--- src/rtl/id_ex_reg_if.sv ---
// rtl/id_ex_reg_if.sv - decode-to-execute pipeline bundle: decoded fields in, registered copies out
interface id_ex_reg_if #(
    parameter int DW = 32
);
    logic          valid_i;
    logic [DW-1:0] data1_i;
    logic [DW-1:0] data2_i;
    logic [DW-1:0] imm_i;
    logic [4:0]    rs_i;
    logic [4:0]    rt_i;
    logic [4:0]    rd_i;
    logic [2:0]    ALUCtrl_i;
    logic          ALUSrc_i;
    logic          RegDst_i;
    logic          RegWrite_i;
    logic          MemtoReg_i;
    logic          MemRead_i;
    logic          MemWrite_i;

    logic          valid_o;
    logic [DW-1:0] data1_o;
    logic [DW-1:0] data2_o;
    logic [DW-1:0] imm_o;
    logic [4:0]    rs_o;
    logic [4:0]    rt_o;
    logic [4:0]    rd_o;
    logic [2:0]    ALUCtrl_o;
    logic          ALUSrc_o;
    logic          RegDst_o;
    logic          RegWrite_o;
    logic          MemtoReg_o;
    logic          MemRead_o;
    logic          MemWrite_o;
    logic [15:0]   bubble_cnt_o;

    // decode side drives the *_i fields
    modport master (
        output valid_i, data1_i, data2_i, imm_i, rs_i, rt_i, rd_i, ALUCtrl_i,
               ALUSrc_i, RegDst_i, RegWrite_i, MemtoReg_i, MemRead_i, MemWrite_i,
        input  valid_o, data1_o, data2_o, imm_o, rs_o, rt_o, rd_o, ALUCtrl_o,
               ALUSrc_o, RegDst_o, RegWrite_o, MemtoReg_o, MemRead_o, MemWrite_o,
               bubble_cnt_o
    );

    modport slave (
        input  valid_i, data1_i, data2_i, imm_i, rs_i, rt_i, rd_i, ALUCtrl_i,
               ALUSrc_i, RegDst_i, RegWrite_i, MemtoReg_i, MemRead_i, MemWrite_i,
        output valid_o, data1_o, data2_o, imm_o, rs_o, rt_o, rd_o, ALUCtrl_o,
               ALUSrc_o, RegDst_o, RegWrite_o, MemtoReg_o, MemRead_o, MemWrite_o,
               bubble_cnt_o
    );
endinterface

--- src/rtl/id_ex_reg.sv ---
// rtl/id_ex_reg.sv - ID/EX pipeline register with freeze, bubble insertion and bubble counter
module id_ex_reg #(
    parameter int DW = 32
) (
    input  logic        clk_i,
    input  logic        rst_i,
    input  logic        stall_i,
    input  logic        flush_i,
    id_ex_reg_if.slave  bus
);
    localparam logic [2:0]  ALU_ADD = 3'b010;
    localparam logic [15:0] CNT_MAX = 16'hFFFF;

    logic          r_valid;
    logic [DW-1:0] r_data1;
    logic [DW-1:0] r_data2;
    logic [DW-1:0] r_imm;
    logic [4:0]    r_rs;
    logic [4:0]    r_rt;
    logic [4:0]    r_rd;
    logic [2:0]    r_alu_ctrl;
    logic          r_alu_src;
    logic          r_reg_dst;
    logic          r_reg_write;
    logic          r_mem_to_reg;
    logic          r_mem_read;
    logic          r_mem_write;
    logic [15:0]   r_bubble_cnt;

    logic          w_load;
    logic          w_bubble;

    // stall outranks flush: a flush seen during a freeze is dropped
    assign w_load   = !stall_i && !flush_i;
    assign w_bubble = !stall_i &&  flush_i;

    always_ff @(posedge clk_i or posedge rst_i) begin
        if (rst_i) begin
            r_valid      <= 1'b0;
            r_data1      <= '0;
            r_data2      <= '0;
            r_imm        <= '0;
            r_rs         <= '0;
            r_rt         <= '0;
            r_rd         <= '0;
            r_alu_ctrl   <= ALU_ADD;
            r_alu_src    <= 1'b0;
            r_reg_dst    <= 1'b0;
            r_reg_write  <= 1'b0;
            r_mem_to_reg <= 1'b0;
            r_mem_read   <= 1'b0;
            r_mem_write  <= 1'b0;
        end else if (w_bubble) begin
            // bubble computes 0+0 and has no side effects
            r_valid      <= 1'b0;
            r_data1      <= '0;
            r_data2      <= '0;
            r_imm        <= '0;
            r_rs         <= '0;
            r_rt         <= '0;
            r_rd         <= '0;
            r_alu_ctrl   <= ALU_ADD;
            r_alu_src    <= 1'b0;
            r_reg_dst    <= 1'b0;
            r_reg_write  <= 1'b0;
            r_mem_to_reg <= 1'b0;
            r_mem_read   <= 1'b0;
            r_mem_write  <= 1'b0;
        end else if (w_load) begin
            // fields are captured even when valid_i is low; gating happens upstream
            r_valid      <= bus.valid_i;
            r_data1      <= bus.data1_i;
            r_data2      <= bus.data2_i;
            r_imm        <= bus.imm_i;
            r_rs         <= bus.rs_i;
            r_rt         <= bus.rt_i;
            r_rd         <= bus.rd_i;
            r_alu_ctrl   <= bus.ALUCtrl_i;
            r_alu_src    <= bus.ALUSrc_i;
            r_reg_dst    <= bus.RegDst_i;
            r_reg_write  <= bus.RegWrite_i;
            r_mem_to_reg <= bus.MemtoReg_i;
            r_mem_read   <= bus.MemRead_i;
            r_mem_write  <= bus.MemWrite_i;
        end
    end

    always_ff @(posedge clk_i or posedge rst_i) begin
        if (rst_i) begin
            r_bubble_cnt <= '0;
        end else if (w_bubble && (r_bubble_cnt != CNT_MAX)) begin
            r_bubble_cnt <= r_bubble_cnt + 16'd1;
        end
    end

    assign bus.valid_o      = r_valid;
    assign bus.data1_o      = r_data1;
    assign bus.data2_o      = r_data2;
    assign bus.imm_o        = r_imm;
    assign bus.rs_o         = r_rs;
    assign bus.rt_o         = r_rt;
    assign bus.rd_o         = r_rd;
    assign bus.ALUCtrl_o    = r_alu_ctrl;
    assign bus.ALUSrc_o     = r_alu_src;
    assign bus.RegDst_o     = r_reg_dst;
    assign bus.RegWrite_o   = r_reg_write;
    assign bus.MemtoReg_o   = r_mem_to_reg;
    assign bus.MemRead_o    = r_mem_read;
    assign bus.MemWrite_o   = r_mem_write;
    assign bus.bubble_cnt_o = r_bubble_cnt;
endmodule

--- src/flat_wrapper.sv ---
// flat-port wrapper written by rule: the top's interface ports become plain ports
module id_ex_reg_flat 
#(
    parameter int DW = 32
)
  (clk_i, rst_i, stall_i, flush_i, bus_valid_i, bus_data1_i, bus_data2_i, bus_imm_i, bus_rs_i, bus_rt_i, bus_rd_i, bus_ALUCtrl_i, bus_ALUSrc_i, bus_RegDst_i, bus_RegWrite_i, bus_MemtoReg_i, bus_MemRead_i, bus_MemWrite_i, bus_valid_o, bus_data1_o, bus_data2_o, bus_imm_o, bus_rs_o, bus_rt_o, bus_rd_o, bus_ALUCtrl_o, bus_ALUSrc_o, bus_RegDst_o, bus_RegWrite_o, bus_MemtoReg_o, bus_MemRead_o, bus_MemWrite_o, bus_bubble_cnt_o);
  id_ex_reg_if #(.DW(DW)) bus_i ();
  input  logic clk_i;
  input  logic rst_i;
  input  logic stall_i;
  input  logic flush_i;
  input wire logic [$bits(bus_i.valid_i)-1:0] bus_valid_i;
  input wire logic [$bits(bus_i.data1_i)-1:0] bus_data1_i;
  input wire logic [$bits(bus_i.data2_i)-1:0] bus_data2_i;
  input wire logic [$bits(bus_i.imm_i)-1:0] bus_imm_i;
  input wire logic [$bits(bus_i.rs_i)-1:0] bus_rs_i;
  input wire logic [$bits(bus_i.rt_i)-1:0] bus_rt_i;
  input wire logic [$bits(bus_i.rd_i)-1:0] bus_rd_i;
  input wire logic [$bits(bus_i.ALUCtrl_i)-1:0] bus_ALUCtrl_i;
  input wire logic [$bits(bus_i.ALUSrc_i)-1:0] bus_ALUSrc_i;
  input wire logic [$bits(bus_i.RegDst_i)-1:0] bus_RegDst_i;
  input wire logic [$bits(bus_i.RegWrite_i)-1:0] bus_RegWrite_i;
  input wire logic [$bits(bus_i.MemtoReg_i)-1:0] bus_MemtoReg_i;
  input wire logic [$bits(bus_i.MemRead_i)-1:0] bus_MemRead_i;
  input wire logic [$bits(bus_i.MemWrite_i)-1:0] bus_MemWrite_i;
  output wire logic [$bits(bus_i.valid_o)-1:0] bus_valid_o;
  output wire logic [$bits(bus_i.data1_o)-1:0] bus_data1_o;
  output wire logic [$bits(bus_i.data2_o)-1:0] bus_data2_o;
  output wire logic [$bits(bus_i.imm_o)-1:0] bus_imm_o;
  output wire logic [$bits(bus_i.rs_o)-1:0] bus_rs_o;
  output wire logic [$bits(bus_i.rt_o)-1:0] bus_rt_o;
  output wire logic [$bits(bus_i.rd_o)-1:0] bus_rd_o;
  output wire logic [$bits(bus_i.ALUCtrl_o)-1:0] bus_ALUCtrl_o;
  output wire logic [$bits(bus_i.ALUSrc_o)-1:0] bus_ALUSrc_o;
  output wire logic [$bits(bus_i.RegDst_o)-1:0] bus_RegDst_o;
  output wire logic [$bits(bus_i.RegWrite_o)-1:0] bus_RegWrite_o;
  output wire logic [$bits(bus_i.MemtoReg_o)-1:0] bus_MemtoReg_o;
  output wire logic [$bits(bus_i.MemRead_o)-1:0] bus_MemRead_o;
  output wire logic [$bits(bus_i.MemWrite_o)-1:0] bus_MemWrite_o;
  output wire logic [$bits(bus_i.bubble_cnt_o)-1:0] bus_bubble_cnt_o;
  assign bus_i.valid_i = bus_valid_i;
  assign bus_i.data1_i = bus_data1_i;
  assign bus_i.data2_i = bus_data2_i;
  assign bus_i.imm_i = bus_imm_i;
  assign bus_i.rs_i = bus_rs_i;
  assign bus_i.rt_i = bus_rt_i;
  assign bus_i.rd_i = bus_rd_i;
  assign bus_i.ALUCtrl_i = bus_ALUCtrl_i;
  assign bus_i.ALUSrc_i = bus_ALUSrc_i;
  assign bus_i.RegDst_i = bus_RegDst_i;
  assign bus_i.RegWrite_i = bus_RegWrite_i;
  assign bus_i.MemtoReg_i = bus_MemtoReg_i;
  assign bus_i.MemRead_i = bus_MemRead_i;
  assign bus_i.MemWrite_i = bus_MemWrite_i;
  assign bus_valid_o = bus_i.valid_o;
  assign bus_data1_o = bus_i.data1_o;
  assign bus_data2_o = bus_i.data2_o;
  assign bus_imm_o = bus_i.imm_o;
  assign bus_rs_o = bus_i.rs_o;
  assign bus_rt_o = bus_i.rt_o;
  assign bus_rd_o = bus_i.rd_o;
  assign bus_ALUCtrl_o = bus_i.ALUCtrl_o;
  assign bus_ALUSrc_o = bus_i.ALUSrc_o;
  assign bus_RegDst_o = bus_i.RegDst_o;
  assign bus_RegWrite_o = bus_i.RegWrite_o;
  assign bus_MemtoReg_o = bus_i.MemtoReg_o;
  assign bus_MemRead_o = bus_i.MemRead_o;
  assign bus_MemWrite_o = bus_i.MemWrite_o;
  assign bus_bubble_cnt_o = bus_i.bubble_cnt_o;
  id_ex_reg #(.DW(DW)) u_core (.clk_i(clk_i), .rst_i(rst_i), .stall_i(stall_i), .flush_i(flush_i), .bus(bus_i));
endmodule
--- config.mk ---
export PLATFORM = sky130hd
export DESIGN_NAME = id_ex_reg_flat
export DESIGN_NICKNAME = d
export VERILOG_FILES = /design/src/rtl/id_ex_reg_if.sv /design/src/rtl/id_ex_reg.sv /design/src/flat_wrapper.sv
export SDC_FILE = /design/constraint.sdc
export NUM_CORES = 1
export LEC_CHECK = 0
export BUFFER_PORTS_ARGS = -buffer_cell sky130_fd_sc_hd__buf_2
export CAP_MARGIN = 30
export CELL_PAD_IN_SITES_DETAIL_PLACEMENT = 0
export CELL_PAD_IN_SITES_GLOBAL_PLACEMENT = 1
export CORE_MARGIN = 5
export CORE_UTILIZATION = 37
export DETAILED_ROUTE_END_ITERATION = 6
export HOLD_SLACK_MARGIN = 0.03
export PLACE_DENSITY_LB_ADDON = 0.1
export SKIP_CTS_REPAIR_TIMING = 1
export SLEW_MARGIN = 20
export SYNTH_ARGS = -nofsm -noshare
export SYNTH_HDL_FRONTEND = slang
export SYNTH_SLANG_ARGS = --single-unit
--- constraint.sdc ---
create_clock -name clk_i -period 6.97 [get_ports clk_i]
set_input_delay 0.3485 -clock clk_i [delete_from_list [all_inputs] [get_ports clk_i]]
set_output_delay 0.3485 -clock clk_i [all_outputs]
set_load 0.05 [all_outputs]
# --- Word-level counts from Yosys, hierarchy flattened ---
# Cells that the tools add are included.
op_classes:
  add_sub_neg: 1
  n_reduce_logical: 6
  mux: 28
  eq_ne: 1
ops:
  columns: ["op", "count"]
  rows:
  - ["$mux W32", 6]
  - ["$mux W5", 6]
  - ["$add A16 B1 Y16 const B", 1]
  - ["$ne A16 B16 Y1 const B", 1]
  - ["$mux W1", 14]
  - ["$mux W3", 2]
  - ["$logic_and A1 B1 Y1", 3]
  - ["$logic_not A1 Y1", 2]
  - ["$reduce_bool A2 Y1", 1]
totals:
  word_cells: 51
  output_inout_bits: 137
  input_bits: 125
  ff_bits: 137

# --- Longest topological paths before layout ---
# Gate-level depths: netlist (run 1).
depth:
  ltp_word: 4
  mapped_depth: 5
  mapped_depth_nobuf: 5

# --- Worst setup path after synthesis (run 1) ---
# OpenSTA, ideal clock, no wires.
synth_path:
  kind: "reg2reg"
  from: "reg u_core.r_bubble_cnt[0], in the netlist u_core.bus.bubble_cnt_o[0]"
  to: "reg u_core.r_bubble_cnt[1], in the netlist u_core.bus.bubble_cnt_o[1]"
  stages_incl_launch_ff: 6
  t_arrival_ps: 1809
  slack_ps: 5036
  synth_period_minus_slack_ps: 1934
  n_path_buf: 0
  setup_ps: 125
  required_time_ps: 6845
  path_cell_list: "dfrtp_1 ha_1 nand4_1 nor4_4 nor3b_2 mux2_4"
synth_via:
  elab_chain_cells: 2
  word_cells_on_any_way: 3
  cone_classes: "add/sub (1); eq/ne (1); reduce/logical (1)"
synth_lines:
  columns: ["item", "line_no", "source"]
  rows:
  - ["start: declaration", "id_ex_reg.sv:28", "logic [15:0] r_bubble_cnt;"]
  - ["start signal: assignment", "id_ex_reg.sv:92", "r_bubble_cnt <= r_bubble_cnt + 16'd1;"]
  - ["parallel branches: the longest is 2 deep, another holds $add A16 B1 Y16", null, null]
# Parallel ways; which one is timed is not known.
# A chain may end at the register's enable or synchronous reset.

# --- Worst setup path after layout (run 1) ---
# Same ends and word-level chain as after synthesis.

==> results of run 1 <==
synthesized netlist by cell type, drive strengths merged:
cell / instances
or3: 1
xnor2: 5
nand2: 5
mux2: 1
clkbuf: 18
a21oi: 1
and3: 1
nand3: 5
dfstp: 1
a22o: 120
dfrtp: 136
and4: 1
xor2: 7
nand3b: 1
nor3b: 1
nand4: 6
or4: 1
nor4b: 2
nor3: 4
nor4: 3
buf: 9
o21a: 1
o21ai: 3
nand4b: 2
nor2: 3
inv: 2
ha: 1
worst reg2reg max path: stages (launching register included):
cell	delay, ns
dfrtp_1	0.41
ha_1	0.27
nand4_1	0.17
nor4_4	0.39
nor3b_2	0.13
mux2_4	0.31
flip-flops by register name, indices dropped and copies added (netlist names), 3 cells and up:
signal and flops:
u_core.bus.imm_o 32, u_core.bus.rt_o 5, u_core.bus.data2_o 32, u_core.bus.ALUCtrl_o 3
u_core.bus.rd_o 5, u_core.bus.data1_o 32, u_core.bus.bubble_cnt_o 16, u_core.bus.rs_o 5
cell usage in the layout, fill, tap and decap left out, drive strengths merged, types with 2 or more instances in the layout:
cell type	synthesis	routed
buf	9	266
dfrtp	136	136
a22o	120	120
clkbuf	18	27
xor2	7	7
nand4	6	6
nand2	5	5
xnor2	5	5
nand3	5	5
nor3	4	4
nor2	3	3
o21ai	3	3
nor4	3	3
nand4b	2	2
nor4b	2	2
clkinvlp	0	2
clkinv	0	2
inv	2	2
where the power goes:
| group | total [uW] | switching (uW) | internal [uW] |
|---|---|---|---|
| registers | 926 | 58.0 | 868 |
| clock network | 890 | 314 | 576 |
| logic | 511 | 375 | 136 |
cell type report:
type / instances / area, um2 / area share
Inverter: 2 / 10.0 / 0.00140
Timing Repair Buffer: 266 / 1370 / 0.192
Clock buffer: 27 / 553 / 0.0776
Tap cell: 176 / 220 / 0.0309
Clock inverter: 5 / 55.1 / 0.00773
Sequential cell: 137 / 3430 / 0.481
Multi-Input combinational cell: 175 / 1490 / 0.209
worst max-delay path by stage:
stage / startpoint / end / slack (ns)
floorplan: rst_i / u_core.bus.ALUCtrl_o[0]$_DFFE_PP0P_ / 2.96
global placement: rst_i / u_core.bus.data1_o[19]$_DFFE_PP0P_ / 4.94
detailed placement: rst_i / u_core.bus.data1_o[11]$_DFFE_PP0P_ / 4.91
CTS: u_core.bus.bubble_cnt_o[0]$_DFFE_PP0P_ / u_core.bus.bubble_cnt_o[1]$_DFFE_PP0P_ / 5.18
global route: u_core.bus.bubble_cnt_o[0]$_DFFE_PP0P_ / u_core.bus.bubble_cnt_o[1]$_DFFE_PP0P_ / 5.06
finish: u_core.bus.bubble_cnt_o[0]$_DFFE_PP0P_ / u_core.bus.bubble_cnt_o[1]$_DFFE_PP0P_ / 5.18
per-stage QoR:
step	hold WS [ns]	instance area, um2	worst slack, ns	power [uW]	util
after CTS	0.105	7100	5.18	2350	0.534
after global routing	0.131	7130	5.06	2420	0.536
after detailed placement	0.485	6490	4.91	1450	0.488
final	0.0811	7130	5.18	2330	0.536
after global placement	0.478	6490	4.94	1450	0.488
after floorplan	0.477	5030	2.96	1300	-
kinds of logic after synthesis:
logic type,count (synthesis),share of synthesized area
xor+xnor,12,0.0209
mux,1,0.00298
flops,137,0.682
simple gates,36,0.0542
buf+inv,29,0.0229
compound gates,125,0.214
fa+ha+maj,1,0.00249
per-layer routing:
metal	vias to the layer above	GRT usage	wire [um]
li1	1825	-	-
met3	15	0.0652	1140
met4	0	0.0644	227
met1	1903	0.217	5740
met2	155	0.280	6980
met5	-	0	0
==> impl_metrics.py, run 1 <==
metrics = {
    "run_status": {
        "status": "finished, final reports clean",
    },
    "clocking": {
        "cts_max_level": 4,
        "cts_sinks": 137,
        "numCtsBuffers": 17,
        "clockRootBuffer": "clkbuf_16",
        "worstSkewPairLatency_ns": 0.40,
        "cts_tree": "built",
        "cts_buffer_depth": 2,
        "path_clk_slew_ns": 0.05,
    },
    "die": {
        "die_w_um": 127,
        "die_h_um": 127,
        "rows": 42,
        "start_util": 0.378,
        "core_um2": 13300,
        "die_area_um2": 16000,
        "ios": 262,
    },
    "logic_synthesis": {
        "syn-num-nets": 467,
        "synth.top_cell.area_share": 0.677,
        "avgSynthCellArea_um2": 14.7,
        "syn-cell-area_um2": 5030,
        "synth_cell_types": 34,
        "postSynthCellCount": 341,
        "yosys_warnings": 0,
        "yosysTopAreaCell": "dfrtp_1",
        "ys_seq_area_frac": 0.682,
        "ys_seq_elements": 137,
        "synth_area_leaders": "dfrtp_1 68%, a22o_1 21%, clkbuf_1 1.3%",
    },
    "timing": {
        "report.final.hold_viol_count": 0,
        "clock_skew_ns": 0.00295,
        "setup_viol": 0,
        "max-slew-margin-rel": 0.459,
        "min_period_ns": 1.79,
        "rsz0062_at_grt": "no",
        "fin_crit_sh": 0.258,
        "tightest_slew_ns": 0.812,
        "setup-tns-final_ns": 0,
        "drv_slew": 0,
        "max_freq_mhz": 557,
    },
    "global_routing": {
        "grt_use_total": 0.175,
        "antenna_found_initial": 0,
        "grt_pass1_vias": 4061,
        "grt_overflow": 0,
        "grt_pass1_wl_um": 22000,
        "grt_max_degree": 78,
    },
    "cells_and_area": {
        "n_fill_cell": 1171,
        "stdcell_count": 788,
        "antenna_cells": 0,
        "drive_above_1_share": 0.503,
        "area_growth_pct": 41.7,
        "finalNetCount": 725,
    },
    "worst_setup_path": {
        "cp_cell_sequence": "ha_1 -> nand4_1 -> nor4_4 -> nor3b_2 -> mux2_4",
        "worst-path-max-fanout": 7,
        "r2r_start": "u_core.bus.bubble_cnt_o[0]$_DFFE_PP0P_",
        "r2r_slack_ns": 5.18,
        "path_depth": 5,
        "arrival_ns": 2.09,
        "reg2regPathDepth": 5,
        "path_buf_inv": 0,
        "critPathMaxStageDelay_ns": 0.41,
        "cp_top_family": "simple AND/OR/NAND/NOR gates",
        "worst_setup_path_end_kind": "flop",
        "worstSetupPathType": "flop to flop",
        "cp-start-kind": "flop",
        "crit_slowest_cell": "dfrtp_1",
        "timing.rr.end": "u_core.bus.bubble_cnt_o[1]$_DFFE_PP0P_",
        "cp.required_ns": 7.26,
    },
    "placed_design": {
        "port_buffers": 261,
        "place_congestion": 0.757,
        "placedCellCount": 755,
        "dp_hpwl_um": 9980,
    },
    "detailed_routing": {
        "ant_nets": 0,
        "remaining_drc_errors": 0,
        "vias_per_cell": 4.95,
        "dr.pass1.iters": 4,
        "drt_iter0_markers": 222,
        "routedWlPerCell_um": 17.9,
        "vias": 3898,
        "wl_um": 14100,
    },
    "pwr": {
        "powerDensity_nw_per_um2": 327,
        "peakVddDrop_mv": 0.185,
        "leakagePower_uw": 0.00388,
    },
    "min_path": {
        "min_path_type": "input port to asynchronous set/reset pin",
    },
    "flow_run": {
        "maxCapViolations": 0,
    },
}
No activity file was read; power rests on OpenSTA's default activity.
==> run 2, diff against run 1 <==
ABC_AREA = 1   (was not set)
CORE_UTILIZATION = 31   (was 37)
clock period = 1.51 ns   (was 6.97 ns; I/O delays follow)
==> run 2 against run 1 <==
  * Clock skew up 0.0022 ns
  * Die area is 23% higher
  * Final cell count up 34%
  * Critical endpoint is now u_core.bus.bubble_cnt_o[8]$_DFFE_PP0P_
==> impl_metrics.py, run 2 <==
metrics = {
    "logic_synthesis": {
        "synth.most_common_cell": "dfrtp_1",
        "ys_async_sr_fraction": 1.00,
        "synthTopCellsByCount": "136 x dfrtp_1, 120 x a22o_1, 78 x nand2_1, 17 x inv_1, 15 x nor2_1",
        "yosys.area_share.adder": 0.00238,
        "synth_mux_area_frac": 0,
        "syn-cell-area_um2": 5270,
        "yosysTopAreaCell": "dfrtp_1",
        "postSynthCellCount": 429,
        "synth_cell_types": 23,
        "syn-num-nets": 555,
        "synthFlopType": "dfrtp_1",
        "synth_edf_count": 0,
        "ys_seq_elements": 137,
        "avgSynthCellArea_um2": 12.3,
        "synth_compound_area_frac": 0.203,
        "synthXorXnorAreaFrac": 0.0116,
        "synth_top_family_by_area": "compound AO/OA/AOI/OAI gates",
        "synth.top_cell.area_share": 0.646,
        "synth_area_leaders": "dfrtp_1 65%, a22o_1 20%, nand2_1 5.6%",
        "ys_seq_area_frac": 0.651,
        "yosys_warnings": 0,
        "synthSimpleGateAreaFrac": 0.0924,
    },
    "detailed_routing": {
        "drt_iter0_markers": 159,
        "ant_nets": 0,
        "vias_per_cell": 4.65,
        "remaining_drc_errors": 0,
        "vias": 4897,
        "wl_um": 17300,
        "dr.pass1.iters": 4,
        "routedWlPerCell_um": 16.4,
    },
    "global_routing": {
        "grt_overflow": 0,
        "grt_pass1_wl_um": 25500,
        "use_met3": 0.0685,
        "top_usage_layer": "met2",
        "grt_pass1_vias": 4669,
        "grt_use_total": 0.163,
        "grtUsageMet2": 0.269,
        "use_met1": 0.194,
        "antenna_found_initial": 1,
        "grt_max_degree": 62,
    },
    "clocking": {
        "cts_sinks": 137,
        "cts_buffer_depth": 2,
        "clockRootBuffer": "clkbuf_16",
        "cts_max_level": 4,
        "numCtsBuffers": 17,
        "worstSkewPairLatency_ns": 0.41,
        "cts_tree": "built",
        "path_clk_slew_ns": 0.06,
    },
    "worst_setup_path": {
        "arrival_ns": 1.69,
        "worst_setup_path_end_kind": "flop",
        "crit_slowest_cell": "dfrtp_1",
        "worstSetupPathType": "flop to flop",
        "cp-start-kind": "flop",
        "cp.required_ns": 1.81,
        "critPathMostFrequentCell": "nand2_1",
        "reg2regPathDepth": 6,
        "critPathMaxStageDelay_ns": 0.44,
        "worst-path-max-fanout": 12,
        "cp_cell_sequence": "nand2_1 -> nor2_1 -> nand2_1 -> o21a_2 -> nand2_1 -> nand2_1",
    },
    "pwr": {
        "internal_power_uw": 7330,
        "powerDensity_nw_per_um2": 1230,
        "switchingPower_uw": 3440,
        "power.share.clock": 0.378,
        "p_seq_frac": 0.388,
        "leakagePower_uw": 0.00458,
        "peakVddDrop_mv": 0.730,
        "switching_share": 0.320,
        "comb_power_share": 0.235,
    },
    "timing": {
        "whs_ns": 0.112,
        "max-slew-margin-rel": 0.562,
        "max_freq_mhz": 720,
        "setup_viol": 0,
        "clock_skew_ns": 0.00511,
        "fin_crit_sh": 0.920,
        "drv_slew": 0,
        "tightest_slew_ns": 0.657,
        "min_period_ns": 1.39,
        "rsz0062_at_grt": "no",
        "report.final.hold_viol_count": 0,
    },
    "die": {
        "rows": 47,
        "die_w_um": 140,
        "start_util": 0.316,
        "ios": 262,
        "die_area_um2": 19700,
        "die_h_um": 140,
        "core_um2": 16600,
    },
    "cells_and_area": {
        "final_cell_mix": "260 x buf_2, 133 x dfrtp_1, 123 x dlygate4sd3_1",
        "drive_above_1_share": 0.394,
        "finalNetCount": 946,
        "stdcell_area_um2": 8750,
        "final_common_cell": "buf_2",
        "fin_util": 0.526,
        "area_growth_pct": 66.1,
        "antenna_cells": 0,
    },
    "min_path": {
        "min_path_type": "input port to flop",
        "worstHoldPathCells": 4,
    },
    "placed_design": {
        "placed_cell_area_um2": 6910,
        "port_buffers": 261,
        "place_congestion": 0.771,
        "dp_hpwl_um": 11800,
    },
    "run_status": {
        "status": "finished, final reports clean",
    },
    "flow_run": {
        "maxCapViolations": 0,
    },
}
run 2: changes by cell type after synthesis, moves of 3 or more:
| cell | previous run | this run |
|---|---|---|
| buf_1 | 4 | 8 |
| buf_2 | 5 | 13 |
| clkbuf_1 | 18 | 6 |
| inv_1 | 2 | 17 |
| nand2_1 | 5 | 78 |
| nand2_2 | 0 | 3 |
| nand3_1 | 4 | 8 |
| nor2_1 | 3 | 15 |
| nor3_1 | 3 | 0 |
| xor2_1 | 7 | 1 |
run 2: area by class of cell:
| class | instances | area (um2) |
|---|---|---|
| inverters | 18 | 71.3 |
| clock buffers | 21 | 460 |
| flip-flops and latches | 137 | 3430 |
| fillers | 1476 | 7890 |
| repair buffers | 401 | 2730 |
| clock inverters | 11 | 121 |
| well taps | 220 | 275 |
| multi-input cells | 245 | 1660 |
run 2: cells by family after synthesis:
| group | Yosys count |
|---|---|
| DFF | 137 |
| and+or+nand+nor | 114 |
| buffers and inverters | 47 |
| adders and majority gates | 1 |
| xor gates and xnor gates | 7 |
| AOI/OAI and AO/OA | 123 |
run 2: per-stage QoR:
stage                     setup WS [ns]   TNS, ns  instances  power [uW]
after global routing            0.00603         0       1053       11200
after floorplan                  -0.357    -41.69        429        5790
after CTS                      -0.00367  -0.00367        930       10700
final                             0.121         0       1053       10800
after global placement           0.0498         0        898        6500
after detailed placement        0.00383         0        898        6520
run 2: critical path: cells and delay by family (launching register included):
kind / cells / cell delay (ns)
and+or+nand+nor: 5 / 0.53
DFF: 1 / 0.44
AOI/OAI and AO/OA: 1 / 0.30
run 2: worst paths after layout:
kind / startpoint / end / slack [ns]
max in group asynchronous: rst_i / u_core.bus.data1_o[7]$_DFFE_PP0P_ / 0.65
min in group asynchronous: rst_i / u_core.bus.imm_o[5]$_DFFE_PP0P_ / 0.25
hold reg to reg: u_core.bus.data2_o[0]$_DFFE_PP0P_ / u_core.bus.data2_o[0]$_DFFE_PP0P_ / 0.50
setup reg to reg: u_core.bus.bubble_cnt_o[8]$_DFFE_PP0P_ / u_core.bus.bubble_cnt_o[8]$_DFFE_PP0P_ / 0.12
setup / recovery: u_core.bus.bubble_cnt_o[8]$_DFFE_PP0P_ / u_core.bus.bubble_cnt_o[8]$_DFFE_PP0P_ / 0.12
hold / removal: flush_i / u_core.bus.ALUCtrl_o[1]$_DFFE_PP1P_ / 0.11
run 2: per-layer routing:
metal	wire, um	part of all wire
met5	14	0.00081
met4	238	0.014
met3	1210	0.070
met2	8710	0.50
met1	7120	0.41
run 2: power by group through the flow:
stage,Clock [uW],Combinational [uW],Sequential [uW]
2_1_floorplan,0,500,5290
3_3_place_gp,0,2280,4220
3_5_place_dp,0,2300,4220
4_1_cts,4200,2290,4170
5_1_grt,4350,2680,4210
6_report,4070,2530,4170
